`src/rtl/y86_arb_pkg.sv`:
```
// ---------------------------------------------------------------------------
// y86_arb_pkg
//   Shared types and constants for the y86 memory bus arbiter.
//   - arb_state_t : arbiter FSM states (IDLE, ACCESS, RESP)
//   - M0 / M1     : requester ids (M0 = y86_seq core, M1 = DMA/debug loader)
//   - MAX_WAIT    : largest supported number of extra bus cycles per access
// ---------------------------------------------------------------------------
package y86_arb_pkg;

    typedef enum logic [1:0] {
        IDLE   = 2'd0,
        ACCESS = 2'd1,
        RESP   = 2'd2
    } arb_state_t;

    localparam logic M0 = 1'b0;
    localparam logic M1 = 1'b1;

    localparam int MAX_WAIT = 15;

endpackage

```
`src/rtl/y86_arb_pick.sv`:
```
// ---------------------------------------------------------------------------
// y86_arb_pick
//   Combinational winner selection between the two bus masters.
//   Build option: Y86_ARB_RR_EN
//     undefined : fixed priority, M0 wins when both request (M1 can starve)
//     defined   : round-robin, the master that was not the last owner wins
//                 when both request; a lone request always wins
// Ports
//   req[1:0]   in   request lines, bit 0 = M0, bit 1 = M1
//   last_owner in   owner of the most recent grant
//   valid      out  at least one request is pending
//   winner     out  id of the selected master (meaningful when valid)
// ---------------------------------------------------------------------------
module y86_arb_pick
    import y86_arb_pkg::*;
(
    input  logic [1:0] req,
    input  logic       last_owner,
    output logic       valid,
    output logic       winner
);

    assign valid = |req;

`ifdef Y86_ARB_RR_EN
    // On contention hand the bus to whoever did not have it last time.
    always_comb begin
        if (req[0] && req[1]) begin
            winner = ~last_owner;
        end else if (req[1]) begin
            winner = M1;
        end else begin
            winner = M0;
        end
    end
`else
    // History is irrelevant under fixed priority; tie it off by name.
    logic unused_last_owner;
    assign unused_last_owner = last_owner;

    assign winner = req[0] ? M0 : M1;
`endif

endmodule

```
`src/rtl/y86_mem_arbiter.sv`:
```
// ---------------------------------------------------------------------------
// y86_mem_arbiter
//   Shares the single y86 memory bus between M0 (y86_seq core) and M1
//   (DMA/debug loader) with a req/gnt/done handshake. Each access owns the
//   bus for WAIT_STATES+1 cycles, followed by a one-cycle done pulse.
//   Build option: Y86_ARB_RR_EN selects round-robin instead of fixed
//   priority (see y86_arb_pick).
// Parameters
//   AW, DW       address / data width
//   WAIT_STATES  extra bus cycles per access (0..MAX_WAIT)
// Ports
//   clk, rst                      clock, async active-high reset
//   mN_req/we/addr/wdata  in      master N request and its operands
//   mN_gnt                out     master N owns the bus (ACCESS, RESP)
//   mN_done               out     one-cycle completion pulse
//   mN_rdata              out     registered read data for master N
//   bus_A/bus_out/bus_WE/bus_RE   memory bus, driven only in ACCESS
//   bus_in                in      memory read data, valid on last ACCESS cycle
// ---------------------------------------------------------------------------
module y86_mem_arbiter
    import y86_arb_pkg::*;
#(
    parameter int AW          = 32,
    parameter int DW          = 32,
    parameter int WAIT_STATES = 0
) (
    input  logic          clk,
    input  logic          rst,
    input  logic          m0_req,
    input  logic          m0_we,
    input  logic [AW-1:0] m0_addr,
    input  logic [DW-1:0] m0_wdata,
    output logic          m0_gnt,
    output logic          m0_done,
    output logic [DW-1:0] m0_rdata,
    input  logic          m1_req,
    input  logic          m1_we,
    input  logic [AW-1:0] m1_addr,
    input  logic [DW-1:0] m1_wdata,
    output logic          m1_gnt,
    output logic          m1_done,
    output logic [DW-1:0] m1_rdata,
    output logic [AW-1:0] bus_A,
    output logic [DW-1:0] bus_out,
    output logic          bus_WE,
    output logic          bus_RE,
    input  logic [DW-1:0] bus_in
);

    // Out-of-range settings are clamped so the counter width stays sane.
    localparam int WS = (WAIT_STATES > MAX_WAIT) ? MAX_WAIT :
                        ((WAIT_STATES < 0) ? 0 : WAIT_STATES);
    localparam int CW = (WS > 0) ? $clog2(WS + 1) : 1;

    arb_state_t    state;
    arb_state_t    next_state;
    logic [CW-1:0] cnt;
    logic          owner;
    logic          we_q;
    logic [AW-1:0] addr_q;
    logic [DW-1:0] wdata_q;
    logic          pick_valid;
    logic          pick_winner;
    logic          grant;
    logic          last_cycle;

    // The owner register doubles as the round-robin history: both reset to
    // M0 and both change exactly on IDLE->ACCESS.
    y86_arb_pick u_pick (
        .req        ({m1_req, m0_req}),
        .last_owner (owner),
        .valid      (pick_valid),
        .winner     (pick_winner)
    );

    assign grant      = (state == IDLE) && pick_valid;
    assign last_cycle = (state == ACCESS) && (cnt == '0);

    always_ff @(posedge clk or posedge rst) begin
        if (rst) begin
            state <= IDLE;
        end else begin
            state <= next_state;
        end
    end

    always_comb begin
        next_state = state;
        case (state)
            IDLE:    if (pick_valid) next_state = ACCESS;
            ACCESS:  if (cnt == '0) next_state = RESP;
            RESP:    next_state = IDLE;
            default: next_state = IDLE;
        endcase
    end

    // Operands are latched at grant so requester changes mid-access are
    // ignored; read data lands in the owner's register on the last cycle.
    always_ff @(posedge clk or posedge rst) begin
        if (rst) begin
            owner    <= M0;
            we_q     <= 1'b0;
            addr_q   <= '0;
            wdata_q  <= '0;
            cnt      <= '0;
            m0_rdata <= '0;
            m1_rdata <= '0;
        end else begin
            if (grant) begin
                owner   <= pick_winner;
                we_q    <= (pick_winner == M1) ? m1_we    : m0_we;
                addr_q  <= (pick_winner == M1) ? m1_addr  : m0_addr;
                wdata_q <= (pick_winner == M1) ? m1_wdata : m0_wdata;
                cnt     <= CW'(WS);
            end else if ((state == ACCESS) && (cnt != '0)) begin
                cnt <= cnt - CW'(1);
            end
            if (last_cycle && !we_q) begin
                if (owner == M1) begin
                    m1_rdata <= bus_in;
                end else begin
                    m0_rdata <= bus_in;
                end
            end
        end
    end

    // Outputs decode straight from state so an async reset drops the bus
    // without waiting for a clock edge.
    always_comb begin
        m0_gnt  = 1'b0;
        m1_gnt  = 1'b0;
        m0_done = 1'b0;
        m1_done = 1'b0;
        bus_A   = '0;
        bus_out = '0;
        bus_WE  = 1'b0;
        bus_RE  = 1'b0;
        case (state)
            ACCESS: begin
                m0_gnt = (owner == M0);
                m1_gnt = (owner == M1);
                bus_A  = addr_q;
                bus_WE = we_q;
                bus_RE = !we_q;
                if (we_q) bus_out = wdata_q;
            end
            RESP: begin
                m0_gnt  = (owner == M0);
                m1_gnt  = (owner == M1);
                m0_done = (owner == M0);
                m1_done = (owner == M1);
            end
            default: ;
        endcase
    end

endmodule

```
`config.mk`:
```
export PLATFORM = sky130hd
export DESIGN_NAME = y86_mem_arbiter
export DESIGN_NICKNAME = d
export VERILOG_FILES = /design/src/rtl/y86_arb_pkg.sv /design/src/rtl/y86_arb_pick.sv /design/src/rtl/y86_mem_arbiter.sv
export SDC_FILE = /design/constraint.sdc
export NUM_CORES = 1
export LEC_CHECK = 0
export ABC_AREA = 0
export BUFFER_PORTS_ARGS = -buffer_cell sky130_fd_sc_hd__buf_2
export CORE_ASPECT_RATIO = 0.5
export CORE_MARGIN = 3
export CORE_UTILIZATION = 43
export CTS_CLUSTER_SIZE = 14
export DETAILED_ROUTE_END_ITERATION = 16
export PLACE_DENSITY = 0.77
export SLEW_MARGIN = 20
export SYNTH_ARGS = -nofsm -noshare
export SYNTH_HDL_FRONTEND = slang
export SYNTH_SLANG_ARGS = --single-unit
```
`constraint.sdc`:
```
create_clock -name clk -period 3.6 [get_ports clk]
set_input_delay 0 -clock clk [delete_from_list [all_inputs] [get_ports clk]]
set_output_delay 0 -clock clk [all_outputs]
set_load 0.05 [all_outputs]
```
Yosys cells after proc, flatten, opt, wreduce, memory -nomap -nowiden
Index checks and enable logic that the tools add are counted.
{"block": "word_totals", "latch_bits": 0, "ram_bits": 0, "output_inout_bits": 134, "mem_count": 0, "in_bits": 166, "reg_bits": 133, "romBits": 0, "elab_cells": 45}
{"block": "op_classes", "eq_ne": 4, "magnitude_cmp": 0, "n_addsub": 1, "muxes": 18, "n_mul": 0, "shifts": 0, "n_bitwise": 2, "n_reduce_logical": 12, "div": 0}
{"cell": "$mux 32", "n": 5}
{"cell": "$mux 1", "n": 10}
{"cell": "$reduce_and 2->1", "n": 3}
{"cell": "$logic_and 1x1->1", "n": 4}
{"cell": "$mux 2", "n": 2}
{"cell": "$ne 2x2->1 const B", "n": 2}
{"cell": "$pmux 2 s2", "n": 1}
{"cell": "$reduce_or 2->1", "n": 2}
{"cell": "$eq 2x1->1 const B", "n": 1}
{"cell": "$eq 2x2->1 const B", "n": 1}
{"cell": "$logic_not 2->1", "n": 1}
{"cell": "$not 1->1", "n": 2}
{"cell": "$reduce_bool 2->1", "n": 1}
{"cell": "$logic_not 1->1", "n": 1}
{"cell": "$sub 1x1->1 const B", "n": 1}

Logic depth before layout (Yosys ltp)
{"block": "depth", "depth_word": 4, "ltp_mapped": 6}

By module
From an unflattened synthesis, not the netlist that was laid out.
{"block": "hier_totals", "hier_cells": 522, "area_unflattened_um2": 6113.4}
{"mod": "y86_mem_arbiter", "area_per_inst_um2": 6103.4, "cells_per_inst": 520, "instances": 1}
{"mod": "y86_arb_pick", "area_per_inst_um2": 10.0, "cells_per_inst": 2, "instances": 1}

Worst setup path before layout
OpenSTA, ideal clock, no wires.
{"block": "synth_path", "path_kind": "register to register", "from": "register state[1]", "to": "register m0_rdata[0]", "n_path_buf": 1, "t_arrival_ns": 1.545, "required_time_ns": 3.475, "stages_incl_launch_ff": 6, "path_slack_ns": 1.930, "synth_period_minus_slack_ns": 1.670, "setup_time_ns": 0.125, "cell_sequence": "dfrtp_1 > inv_1 > ha_1 > nor4b_4 > buf_6 > mux2_2"}
{"block": "synth_via", "elab_chain_cells": 4}
{"element": "start: declaration", "line": "y86_mem_arbiter.sv:55", "rtl": "arb_state_t state;"}
{"element": "start signal: assignment", "line": "y86_mem_arbiter.sv:83", "rtl": "state <= next_state;"}
{"element": "$eq 2x1->1", "line": "y86_mem_arbiter.sv:77", "rtl": "assign last_cycle = (state == ACCESS) && (cnt == '0);"}
{"element": "$logic_and 1x1->1", "line": "y86_mem_arbiter.sv:77"}
{"element": "$logic_and 1x1->1", "line": "y86_mem_arbiter.sv:118", "rtl": "if (last_cycle && !we_q) begin"}
{"element": "$reduce_and 2->1 (no line)"}
{"element": "end signal: assignment", "line": "y86_mem_arbiter.sv:122", "rtl": "m0_rdata <= bus_in;"}
{"element": "end: declaration", "line": "y86_mem_arbiter.sv:35", "rtl": "output logic [DW-1:0] m0_rdata,"}
No other way between the ends.
A chain may end at the register's enable or synchronous reset.

Worst setup path after layout
{"block": "layout_path", "from": "register state[1]", "to": "output bus_out[5]"}
{"block": "layout_via", "elab_chain_cells": 2}
{"element": "$eq 2x1->1", "line": "y86_mem_arbiter.sv:139", "rtl": "case (state)"}
{"element": "$mux 32", "line": "y86_mem_arbiter.sv:139"}
{"element": "end: declaration", "line": "y86_mem_arbiter.sv:44", "rtl": "output logic [DW-1:0] bus_out,"}
No other way between the ends.

==> impl_results.md <==
* Syn Area/Cell at around 14 um^2
* Vias at 5396
* RSZ-0062 raised after global routing: no
* H-tree depth at 4
* Kind of critical path: flop to output port
* Num CTS Buffers at 17
* End of the critical path: bus_out[5]
* Max_slew headroom at 0.257
* Worst reg2reg setup slack at 1.32 ns
* Main combinational cell family by area after synthesis: multiplexers
* FF+latch count, synth at 133
* ANT nets after route at 0
* # IOs at 300
* Worst R2R Path Depth at 5
* Initial DRT Pass Iterations at 4
* Synthesized instance count at 451
* Min-delay worst type: input pin to flop
* Reg2Reg Launch Point: state[1]
* Vias in the first global route at 6191
* Worst slew pin tran at 1.11 ns
* Area delta synth->final at 58.1%
* Wire per inst at 17.3 um
* Cts hold-fix bufs at 160
* First-pass GRT wire length at 30700 um
* Setup crit start kind: flop
* Die ar. at between 15000 and 20000 um^2
* Crit path launch: state[1]
* Die Y at 93.0 um
* Min cycle time layout at between 2 and 2.5 ns
* Share of layout cells above drive strength 1 at 0.586
* Via density at 4.84
* Most common cell after layout, fill and taps aside: buf_2
* Worst endpoint required time at 3.60 ns
* Post-CTS Setup Bufs at 0
* Synth Area in Adders at 0.00768
* Status: completed
* Clock-pin slew on the worst setup and hold paths at about 0.06 ns
* Post-synthesis mux area share at 0.354
* Final WL at 19300 um
* Number of DRC markers in iteration 0 at roughly 190
* Final hold viol count at 0
* Post-route setup TNS at 0 ns
* Total setup violations reported at the end of the flow at 0
* Total GRT Usage at 0.228
* Lkg Pwr at between 5 and 6 nW
* Port Buffers at 299
* Clock latency at the later pin of the worst-skew pair at 0.40 ns
* CTS tree: done
* Final GP Congestion at 0.764
* Layout Skew at 0.00969 ns
* Pwr dens at 941 nW/um^2
* Final HPWL DP at approximately 11000 um
* Post-Synth XOR/XNOR Area at 0
* RR Endpoint: wdata_q[26]
* Cell Chain, Critical Path: inv_1, ha_1, and3_1, buf_2
* Max Slew Vio Count at 0
* Critical Path End Type: output port
* FP Rows at 31
* Residual DRC at 0
* CTS Buffer Depth at 2
* Root Buffer: clkbuf_16
* Num Clock Sinks at ~130
* Worst slack, placed at 1.32 ns
* Compound-cell area share of the yosys netlist at 0.00672
* Core area at 14600 um^2
* Final hold slack at 0.0153 ns
* Crit-path max cell delay at 0.91 ns
* Initial Utilization at 0.445
* Netlist Area Pre-Place at between 6000 and 7000 um^2
* Most frequent cells in the layout: buf_2, dlygate4sd3_1, mux2_2
* Initial antenna violation count at 0
* YS warnings at 0
* Worst setup margin at 1.19 ns
* Post-CTS sizing at 0
* Seq/Total Area, Yosys at 0.511
* Nets at 1074
* CP Max Fanout at 33
* Max stage delay cell, worst path: ha_1
* N_diodes at 0
* Total global routing overflow at 0
* Yosys cell types at 27
* Peak VDD IR at 0.000643 V
* Max-cap violations at 0
* Mapped Nets at 621
* Crit share post-route at 0.670
* Die W at 180 um
* Largest net degree at the start of global routing at 70
* Simple-gate portion of the synthesized area at 0.0784
* Crit path DAT at 2.41 ns
* Fmax at 414 MHz
how the worst min path moves through the flow:
stage / startpoint / endpoint / cells past startpoint
final: m0_wdata[19] / wdata_q[19] / 3
after global routing: m0_wdata[30] / wdata_q[30] / 3
after CTS: m0_we / we_q / 3
after detailed placement: rst / m0_rdata[0] / 2
after global placement: rst / m0_rdata[0] / 2
after floorplan: bus_in[10] / m0_rdata[10] / 1
cell type report:
| type | count | area [um^2] |
|---|---|---|
| inverters | 4 | 17.5 |
| flip-flops and latches | 133 | 3330 |
| clock inverters | 14 | 165 |
| well taps | 198 | 248 |
| fillers | 970 | 4330 |
| multi-input cells | 281 | 2930 |
| repair buffers | 467 | 3170 |
| clock buffers | 18 | 439 |
report_power, final:
group	internal, mW	leakage (nW)	switching, mW	total [mW]
Clock	1.06	0.284	0.699	1.76
Combinational	1.81	3.21	3.41	5.23
Sequential	2.26	1.57	0.434	2.70
Total	5.14	5.07	4.55	9.69
stage by stage:
stage | utilization | cells | cell area, um^2 | power [mW]
detailed placement | 0.553 | 923 | 8090 | 7.74
global route | 0.704 | 1115 | 10300 | 10.1
floorplan | - | 451 | 6510 | 6.66
global placement | 0.553 | 923 | 8090 | 7.63
CTS | 0.704 | 1115 | 10300 | 9.69
finish | 0.704 | 1115 | 10300 | 9.69
cells in the mapped netlist:
library cell	instances	area, um^2
inv_1	4	15.0
dfrtp_1	133	3330
nand3_1	1	5.00
a21bo_2	1	10.0
nor4b_4	1	23.8
nor4bb_1	1	10.0
mux2i_1	1	10.0
mux2_2	159	1790
nor3b_1	2	15.0
and2b_2	2	17.5
nand4bb_1	1	11.3
buf_6	9	101
o2bb2ai_1	1	8.76
and3_1	32	200
o211ai_1	1	7.51
mux2_1	5	56.3
buf_2	9	45.0
and2_1	33	206
mux2_4	30	450
clkbuf_1	10	37.5
and2_2	2	15.0
o21a_1	1	7.51
a21oi_1	2	10.0
buf_12	3	60.1
nor2b_1	1	6.26
buf_4	2	15.0
ha_1	4	50.1
logic make-up (layout without fill, tap and decap cells):
kind of cell             Yosys count  count (layout)
buffers and inverters             37             503
multiplexers                     195             195
AND/OR/NAND/NOR                   76              76
AO/OA/AOI/OAI                      6               6
adder cells (fa/ha/maj)            4               4
flip-flops                       133             133
routing by layer:
metal | track usage | share of wire | wire [um] | vias up
li1 | - | - | - | 2510
met1 | 0.239 | 0.37 | 7210 | 2653
met2 | 0.448 | 0.55 | 10500 | 177
met3 | 0.0458 | 0.042 | 815 | 56
met4 | 0.0964 | 0.039 | 760 | 0
met5 | 0 | 0 | 0 | -
registers in the layout, indices dropped and copies added, names as in the netlist:
signal    count
addr_q       32
m0_rdata     32
m1_rdata     32
wdata_q      32
state         2
cnt           1
owner         1
we_q          1
critical path: cells and delay by family (launching register included):
| kind | cells | cell delay [ns] |
|---|---|---|
| buf+inv | 2 | 0.40 |
| flops | 1 | 0.41 |
| fa+ha+maj | 1 | 0.91 |
| simple gates | 1 | 0.30 |
Note: power is estimated with default switching activity, not from simulation.
